===== src/rtl/multdiv_ctrl.sv =====
// multdiv_ctrl -- sequencing control for an iterative multiply/divide unit.
//
// Decodes mul/div in the execute stage, fires a one-cycle start pulse to the
// datapath, enables ITER datapath iterations, stalls the pipeline while the
// datapath runs, then issues a single writeback pulse with either the normal
// destination register or an exception write to r30 carrying an rstatus code.
//
// Parameters:
//   ITER          datapath iterations per operation (2..63)
// Optional build macro:
//   MULTDIV_EARLY_ZERO_EN  a div whose divisor is zero at start skips the
//                          iteration phase and writes back the exception on
//                          the very next cycle.
// Ports:
//   clock         rising-edge clock
//   reset         asynchronous active-high reset
//   dec_valid     execute-stage instruction valid
//   opcode        execute-stage opcode [4:0]
//   ALUop         execute-stage ALU op field [4:0]
//   rd            execute-stage destination register [4:0]
//   divisor_zero  operand B is zero
//   ovf_in        datapath multiply overflow flag (used in DONE only)
//   flush         pipeline flush (taken branch/jump)
//   ctrl_mult     one-cycle multiply start pulse
//   ctrl_div      one-cycle divide start pulse
//   step_en       datapath iteration enable
//   md_busy       pipeline stall request
//   wb_en         one-cycle writeback pulse
//   wb_rd         writeback register [4:0]
//   status_val    rstatus code [2:0]
//   exc           writeback is an exception write
module multdiv_ctrl #(
  parameter int unsigned ITER = 32
) (
  input  logic       clock,
  input  logic       reset,
  input  logic       dec_valid,
  input  logic [4:0] opcode,
  input  logic [4:0] ALUop,
  input  logic [4:0] rd,
  input  logic       divisor_zero,
  input  logic       ovf_in,
  input  logic       flush,
  output logic       ctrl_mult,
  output logic       ctrl_div,
  output logic       step_en,
  output logic       md_busy,
  output logic       wb_en,
  output logic [4:0] wb_rd,
  output logic [2:0] status_val,
  output logic       exc
);

  typedef enum logic [1:0] {
    IDLE = 2'd0,
    RUN  = 2'd1,
    DONE = 2'd2
  } state_t;

  localparam logic [5:0] LAST_CNT = 6'(ITER - 1);
  localparam logic [4:0] EXC_REG  = 5'd30;
  localparam logic [2:0] ST_MUL   = 3'd4;
  localparam logic [2:0] ST_DIV   = 3'd5;

  state_t     state_q, state_d;
  logic [5:0] count_q, count_d;
  logic       op_div_q, op_div_d;   // 1 = div, 0 = mul
  logic [4:0] rd_q, rd_d;
  logic       dz_q, dz_d;

  logic is_mul, is_div, start;

  assign is_mul = (opcode == 5'b00000) && (ALUop == 5'b00110);
  assign is_div = (opcode == 5'b00000) && (ALUop == 5'b00111);

  // Gated with reset so the combinational start pulses stay low while reset
  // is held, even if a valid mul/div is sitting in execute.
  assign start = dec_valid && (is_mul || is_div) && (state_q == IDLE) &&
                 !flush && !reset;

  always_ff @(posedge clock or posedge reset) begin
    if (reset) begin
      state_q  <= IDLE;
      count_q  <= '0;
      op_div_q <= 1'b0;
      rd_q     <= '0;
      dz_q     <= 1'b0;
    end else begin
      state_q  <= state_d;
      count_q  <= count_d;
      op_div_q <= op_div_d;
      rd_q     <= rd_d;
      dz_q     <= dz_d;
    end
  end

  always_comb begin
    state_d    = state_q;
    count_d    = count_q;
    op_div_d   = op_div_q;
    rd_d       = rd_q;
    dz_d       = dz_q;
    ctrl_mult  = 1'b0;
    ctrl_div   = 1'b0;
    step_en    = 1'b0;
    md_busy    = 1'b0;
    wb_en      = 1'b0;
    wb_rd      = '0;
    status_val = '0;
    exc        = 1'b0;

    case (state_q)
      IDLE: begin
        if (start) begin
          ctrl_mult = is_mul;
          ctrl_div  = is_div;
          md_busy   = 1'b1;
          op_div_d  = is_div;
          rd_d      = rd;
          dz_d      = divisor_zero;
          count_d   = '0;
`ifdef MULTDIV_EARLY_ZERO_EN
          // Result is already known to be an exception; skip the iterations.
          state_d   = (is_div && divisor_zero) ? DONE : RUN;
`else
          state_d   = RUN;
`endif
        end
      end

      RUN: begin
        step_en = 1'b1;
        md_busy = 1'b1;
        if (flush) begin
          state_d = IDLE;
          count_d = '0;
        end else if (count_q == LAST_CNT) begin
          state_d = DONE;
          count_d = '0;
        end else begin
          count_d = count_q + 6'd1;
        end
      end

      DONE: begin
        // md_busy stays low here so the stalled instruction advances while
        // the result is written back.
        state_d = IDLE;
        if (!flush) begin
          wb_en = 1'b1;
          exc   = op_div_q ? dz_q : ovf_in;
          if (exc) begin
            wb_rd      = EXC_REG;
            status_val = op_div_q ? ST_DIV : ST_MUL;
          end else begin
            wb_rd      = rd_q;
          end
        end
      end

      default: begin
        state_d = IDLE;
        count_d = '0;
      end
    endcase
  end

endmodule


===== config.mk =====
export PLATFORM = sky130hd
export DESIGN_NAME = multdiv_ctrl
export DESIGN_NICKNAME = d
export VERILOG_FILES = /design/src/rtl/multdiv_ctrl.sv
export SDC_FILE = /design/constraint.sdc
export NUM_CORES = 1
export LEC_CHECK = 0
export ABC_AREA = 1
export CAP_MARGIN = 30
export CELL_PAD_IN_SITES_DETAIL_PLACEMENT = 0
export CELL_PAD_IN_SITES_GLOBAL_PLACEMENT = 1
export CORE_AREA = 2 2 51 76
export CTS_BUF_LIST = sky130_fd_sc_hd__clkbuf_4 sky130_fd_sc_hd__clkbuf_8 sky130_fd_sc_hd__clkbuf_16
export DETAILED_ROUTE_END_ITERATION = 10
export DIE_AREA = 0 0 53 78
export GPL_TIMING_DRIVEN = 0
export PLACE_DENSITY_LB_ADDON = 0.1
export SETUP_SLACK_MARGIN = 0.02
export SLEW_MARGIN = 20
export SYNTH_ARGS = -nofsm -noshare
export SYNTH_HDL_FRONTEND = slang
export SYNTH_SLANG_ARGS = --single-unit

===== constraint.sdc =====
create_clock -name clock -period 1.2 [get_ports clock]
set_input_delay 0.18 -clock clock [delete_from_list [all_inputs] [get_ports clock]]
set_output_delay 0.18 -clock clock [all_outputs]
set_load 0.02 [all_outputs]

After elaboration in Yosys (flattened, before gate mapping). Index checks and enable logic that the tools add are counted.

Add/subtract/negate cells: 1. Equality and inequality tests: 7. Mux-type cells: 27. Bitwise operators: 1. Reduce and logical (&&, ||, !) cells: 14.

Operators by type and width (count): $mux W6 (3); $pmux W6 S3 (1); $mux W5 (3); $mux W1 (12); $eq A5 B3 Y1 const B (2); $mux W3 (3); $add A6 B1 Y6 const B (1); $eq A6 B5 Y1 const B (1); $logic_and A1 B1 Y1 (6); $mux W2 (3); $reduce_and A2 Y1 (3); $logic_not A5 Y1 (1); $pmux W2 S2 (1); $ne A3 B3 Y1 const B (1); $eq A2 B1 Y1 const B (1); $eq A2 B2 Y1 const B (1); $logic_not A1 Y1 (2); $logic_not A2 Y1 (1); $ne A2 B2 Y1 const B (1); $pmux W1 S2 (1); $logic_or A1 B1 Y1 (1); $not A1 Y1 (1).

Bits in registers: 15. Input bits: 21. Output and inout bits: 14. Logic and storage cells: 55.

Longest topological paths before layout. Gate-level depths: netlist of the first run.

Depth in word-level cells: 9. Depth in mapped cells: 8.

Worst setup path before layout of the first run. Ideal clock, no wire load.

Kind: register -> output. Start: reg state_q[1]. End: out status_val[2]. Arrival time: 1.435 ns. Data required time: 1.020 ns. Path slack: -0.415 ns. Stages on the path, launching flop included: 7. Path buffers: 1. Cell sequence: dfrtp_1 > inv_2 > nor2_2 > inv_1 > or2_4 > a21oi_1 > buf_4.

Longest elaborated chain between the ends: 2.

RTL lines: from (decl) (line 65) `state_t state_q, state_d;`; from (signal assigned) (line 89) `state_q <= state_d;`; $eq A2 B2 Y1 (line 112) `case (state_q)`; $mux W3 (line 112); to (decl) (line 50) `output logic [2:0] status_val,`.

No other way between the ends.

Worst setup path after layout of the first run.
Start: reg state_q[0]. End: out status_val[2].

Same word-level chain as after synthesis.

==> results of run 1 <==
worst min-delay path by stage:
stage	depth (start not counted)	startpoint	endpoint	slack, ps
after floorplan	1	reset	count_q[0]	80
after global placement	2	dz_q	dz_q	460
after detailed placement	2	dz_q	dz_q	460
after CTS	2	reset	rd_q[2]	170
after global routing	2	reset	count_q[5]	210
final	2	reset	rd_q[2]	150
layer usage:
| metal | vias up | track usage (%) | wire, µm | share of wire [%] |
|---|---|---|---|---|
| li1 | 469 | - | - | - |
| met1 | 428 | 14.1 | 879 | 37 |
| met2 | 28 | 23.0 | 1330 | 55 |
| met3 | 5 | 3.27 | 135 | 5.6 |
| met4 | 0 | 6.92 | 55 | 2.3 |
| met5 | - | 0 | 0 | 0 |
worst max-delay path, delay by kind of cell, from the launching register on:
family / cells / cell delay (ps)
flip-flops: 1 / 410
AND/OR/NAND/NOR: 2 / 360
buffers and inverters: 3 / 250
AO/OA/AOI/OAI: 1 / 140
power by group:
group / internal, W / switching [W]
combinational: 0.0000597 / 0.0000450
sequential: 0.000508 / 0.00000249
clock: 0.000258 / 0.000181
total: 0.000826 / 0.000229
cell type report:
| type | instances | area [µm²] | area share (%) |
|---|---|---|---|
| multi-input combinational | 88 | 571 | 36.0 |
| timing repair buffer | 41 | 429 | 27.1 |
| sequential | 15 | 377 | 23.8 |
| inverter | 15 | 66.3 | 4.19 |
| tap | 42 | 52.6 | 3.32 |
| clock buffer | 4 | 48.8 | 3.08 |
| buffer | 3 | 38.8 | 2.45 |
timing repair:
item	CTS	global route
buffers inserted	8	1
endpoints found under the setup margin	28	28
resized for setup	96	21
pin swaps	18	19
registers in the layout, summed over array words and instances, names as in the netlist:
register and count:
count_q 6, dz_q 1, rd_q 5, state_q 2, op_div_q 1
cell families after synthesis:
| logic type | Yosys count | synth area share [%] |
|---|---|---|
| DFF | 15 | 41.4 |
| buffers and inverters | 18 | 9.53 |
| adders and majority gates | 1 | 1.38 |
| and+or+nand+nor | 77 | 40.5 |
| AOI/OAI and AO/OA | 9 | 6.77 |
| other | 1 | 0.414 |
per-stage QoR:
step	TNS, ps	total power (W)
floorplan	-1220	0.000555
global placement	-15680	0.000631
detailed placement	-16200	0.000631
CTS	-5900	0.00108
global route	-6920	0.00111
finish	-5130	0.00105
placed cells by master, fill, tap and decap left out, drive strengths merged, types with 5 or more instances in the layout:
| cell | count |
|---|---|
| clkdlybuf4s50 | 10 |
| nand2 | 40 |
| nand3 | 16 |
| dlygate4sd2 | 5 |
| inv | 15 |
| buf | 24 |
| dlymetal6s2s | 5 |
| nor2 | 16 |
| dfrtp | 15 |
==> results.tsv, run 1 <==
stage	metric	value	unit
final_layout	share of layout cells above drive strength 1	39.2	%
sta	worst hold margin	148	ps
synthesis	post-synth top area share	41.4	%
sta	worst slew pin tran	614	ps
run_status	status	finished, violations left	
place	placed inst area	0.00136	mm²
sta	Hold Fails Final Rpt	0	
place	Place WS	-1150	ps
sta	fin crit period	1590	ps
synthesis	synthesis warning total	0	
clock_network	source-to-sink clock delay at the later pin of the worst-skew pair	250	ps
die	chip width	53	µm
worst_setup_path	CP endpoint	status_val[2]	
synthesis	Mapped Nets	143	
global_routing	largest net degree at the start of global routing	16	
worst_setup_path	Reg2Reg Setup Slack	-200	ps
sta	final period utilization	133	%
sta	setup ws final	-394	ps
synthesis	count leader, synth	nand2_1	
final_layout	Final Util	46.3	%
worst_setup_path	crit-path max FO	3	
place	Cells after DPL	196	
sta	RSZ-0062 raised after global routing	yes	
drt	Vias	930	
worst_setup_path	RR Startpoint	state_q[0]	
die	Die H	78	µm
drt	Vias/cell	4.47	
drt	DR DRC count	0	
synthesis	number of synthesized flops with an enable pin	0	
synthesis	#FFs+latches synth	15	
worst_setup_path	Worst setup EP type	output pin	
place	GP Congestion	0.818	
sta	endpoints failing setup	25	
worst_setup_path	Startpoint Class	register	
synthesis	Synth Instances	121	
drt	iteration-0 DRC count of the detailed router	16	
clock_network	Clock transition at path regs	60	ps
global_routing	first-pass GRT wire length	4.08	mm
place	DP HPWL	1.74	mm
worst_setup_path	R2R cell count	9	
final_layout	Final Instance Area	0.00158	mm²
drt	Final ANT Viol Nets	0	
worst_setup_path	CP dominant cell by count	buf_6	
final_layout	Final nets	189	
clock_network	htree depth	1	
clock_network	TritonCTS Buffers	3	
drt	wire length per cell	11.5	µm
synthesis	Post-Syn Area per Cell	7.49	µm²
final_layout	# fillers	358	
clock_network	Post-CTS Hold Buffers	0	
run	max-cap violations	0	
hold_path	min-delay worst type	in2async	
synthesis	Synth cell types	25	
pwr	IR drop worst, VDD	496	µV
drt	Total Wirelength	2.40	mm
clock_network	CTS tree	yes	
worst_setup_path	max incr delay on CP	410	ps
synthesis	sequential area share after synthesis	41.4	%
run_status	failing checks	setup timing	
worst_setup_path	Data required, critical path	1020	ps
worst_setup_path	kind of critical path	reg2out	
die	Core ar.	0.00342	mm²
clock_network	# clock sinks	15	
global_routing	GRT overflow	0	
global_routing	initial antenna violation count	0	
synthesis	area leader, netlist	dfrtp_1	
pwr	LEAKAGE	0.816	nW
worst_setup_path	crit path cell chain	nor2_2 > inv_1 > or2_4 > a21oi_4 > buf_6 > buf_6	
worst_setup_path	crit path DAT	1410	ps
worst_setup_path	Slowest cell on crit path	dfrtp_1	
global_routing	vias in the first global route	938	
final_layout	Diodes inserted	0	
sta	maximum clock frequency	627	MHz
die	# rows	26	
pwr	Pwr per Cell Area	667	mW/mm²
synthesis	Synth area leaders	dfrtp_1, nand2_1, nand3_1	
sta	Clock Skew	2.65	ps
die	Initial Utilization	26.5	%
synthesis	mapped cell area	906	µm²
die	die footprint	0.00413	mm²
die	io pins	35	
clock_network	Root Buffer	clkbuf_8	
sta	final slew viol count	0	
synthesis	main flop type after synthesis	dfrtp_1	
final_layout	Synth-to-Final Area Change	74.7	%
worst_setup_path	crit path launch	state_q[0]	
clock_network	Max Root-Sink Buffers	2	
drt	First-pass DRT Iterations	4	
synthesis	commonest cells in the synthesized netlist	nand2_1, nand3_1, dfrtp_1, inv_1, nor2_1	
global_routing	overall routing resource usage	13.2	%
final_layout	fin cells	208	
worst_setup_path	critical register-to-register path endpoint	state_q[1]	
place	input/output buffers	33	
sta	Max-slew headroom	59.0	%
synthesis	Async S/R FF share, synth	100	%
Note: power is estimated with default switching activity, not from simulation.
==> inputs of run 2 (changes only) <==
CORE_AREA = 2 2 47 71   (was 2 2 51 76)
DIE_AREA = 0 0 49 73   (was 0 0 53 78)
clock period = 2 ns   (was 1.2 ns; I/O delays follow)
==> results.tsv, run 2 (same netlist as run 1, synthesis figures left out) <==
stage	metric	value	unit
final_layout	largest register by flop count	count_q	
clock_network	TritonCTS Buffers	3	
pwr	IR drop worst, VDD	240	µV
global_routing	first-pass GRT wire length	3.73	mm
worst_setup_path	Worst setup EP type	output pin	
run	max-cap violations	0	
sta	endpoints failing setup	0	
sta	setup_tns	0	ps
global_routing	GRT overflow	0	
clock_network	source-to-sink clock delay at the later pin of the worst-skew pair	250	ps
drt	wire length per cell	10.9	µm
worst_setup_path	crit path cell chain	clkdlybuf4s50_1 > inv_1 > nor2_1 > nand2_1 > nor2_4 > nand2_4 > buf_6 > a21oi_2 > buf_4	
sta	worst slew pin tran	598	ps
place	GP Congestion	0.763	
worst_setup_path	kind of critical path	in2out	
clock_network	Clock transition at path regs	60	ps
final_layout	biggest regs	count_q (6), rd_q (5), state_q (2)	
final_layout	share of layout cells above drive strength 1	21.1	%
die	Initial Utilization	29.9	%
die	Core ar.	0.00303	mm²
drt	Detail Route met3 WL	57	µm
sta	Hold Fails Final Rpt	0	
global_routing	overall routing resource usage	13.3	%
worst_setup_path	Startpoint Class	input port	
drt	WL met1	860	µm
sta	final period utilization	93.0	%
final_layout	Synth-to-Final Area Change	44.6	%
pwr	LEAKAGE	0.703	nW
die	Die H	73	µm
drt	Detail Route met2 WL	1.25	mm
global_routing	vias in the first global route	884	
worst_setup_path	max incr delay on CP	450	ps
drt	iteration-0 DRC count of the detailed router	16	
final_layout	fin cells	201	
die	die footprint	0.00358	mm²
worst_setup_path	Data required, critical path	1700	ps
place	Place WS	-539	ps
die	# rows	25	
place	Cells after DPL	194	
worst_setup_path	Reg2Reg Setup Slack	710	ps
drt	Total Wirelength	2.19	mm
worst_setup_path	RR Startpoint	count_q[0]	
final_layout	most common cell after layout, fill and taps aside	nand2_1	
final_layout	Final nets	184	
global_routing	largest net degree at the start of global routing	16	
run_status	status	finished, final reports clean	
hold_path	min-delay worst type	in2async	
drt	DR DRC count	0	
place	input/output buffers	33	
sta	fin crit period	1860	ps
sta	RSZ-0062 raised after global routing	no	
die	io pins	35	
clock_network	Max Root-Sink Buffers	2	
final_layout	max FFs per register	6	
final_layout	Final Util	43.2	%
global_routing	initial antenna violation count	0	
worst_setup_path	crit path DAT	1560	ps
clock_network	# clock sinks	15	
final_layout	most frequent cells in the layout	nand2_1, clkdlybuf4s50_1, nand3_1	
sta	maximum clock frequency	537	MHz
worst_setup_path	critical register-to-register path endpoint	state_q[1]	
drt	Vias	874	
sta	setup ws final	139	ps
sta	Clock Skew	6.46	ps
sta	worst hold margin	449	ps
clock_network	Root Buffer	clkbuf_8	
die	chip width	49	µm
final_layout	# fillers	328	
worst_setup_path	crit-path max FO	10	
sta	Max-slew headroom	60.1	%
sta	final slew viol count	0	
clock_network	htree depth	1	
drt	First-pass DRT Iterations	4	
worst_setup_path	Slowest cell on crit path	clkdlybuf4s50_1	
pwr	Pwr per Cell Area	468	mW/mm²
clock_network	CTS tree	yes	
drt	Vias/cell	4.35	
drt	Final ANT Viol Nets	0	
place	DP HPWL	1.72	mm
worst_setup_path	R2R cell count	7	
final_layout	Diodes inserted	0	
worst_setup_path	crit path launch	ALUop[1]	
drt	highest routing layer actually used	met4	
-- run 2: cell count changes in the layout (fill, tap and decap cells not counted), sizes merged --
cell           delta
inv               -1
dlygate4sd2       -2
clkinv            +2
clkdlybuf4s50    +10
dlymetal6s2s      -5
clkdlybuf4s15     +1
clkbuf            +5
buf              -15
-- run 2: repair_timing --
action                                  in CTS  in global routing
hold buffers                                 0                  0
endpoints found under the setup margin      12                 10
setup buffers                                2                  1
hold endpoints to repair                     0                  0
pin swaps                                    2                  1
gates resized for setup                     24                 13
-- run 2: worst max-delay path by stage --
stage	end	slack [ps]	cells past startpoint
finish	md_busy	140	9
global route	status_val[2]	20	7
CTS	status_val[2]	40	7
detailed placement	md_busy	-540	8
global placement	md_busy	-530	8
floorplan	status_val[2]	270	6
-- run 2: through the flow --
step                      total power (W)  area, µm²
after floorplan                  0.000330        906
after global placement           0.000375       1290
after detailed placement         0.000376       1290
after CTS                        0.000622       1320
after global routing             0.000643       1310
final                            0.000613       1310
-- run 2: layer usage --
layer	global-route usage [%]	up-vias
li1	-	455
met1	12.9	403
met2	27.5	14
met3	2.25	2
met4	4.76	0
met5	0	-
-- run 2: where the power goes --
part / internal [W] / total [W] / switching (W) / leakage (nW)
Combinational: 0.0000395 / 0.0000633 / 0.0000238 / 0.470
Clock: 0.000138 / 0.000243 / 0.000105 / 0.0255
Sequential: 0.000305 / 0.000306 / 0.00000130 / 0.208
-- run 2: area by class of cell --
cell class | instances | area [µm²] | area share (%)
buffer | 3 | 26.3 | 2.01
clock buffer | 3 | 41.3 | 3.15
clock inverter | 1 | 5.00 | 0.382
inverter | 15 | 60.1 | 4.58
multi-input combinational | 88 | 444 | 33.9
sequential | 15 | 377 | 28.7
tap | 40 | 50.0 | 3.82
timing repair buffer | 36 | 307 | 23.4
-- run 2: worst max-delay path: cells and delay by family --
kind / cells / cell delay [ps]
buffers and inverters: 4 / 780
AOI/OAI and AO/OA: 1 / 110
and+or+nand+nor: 4 / 360
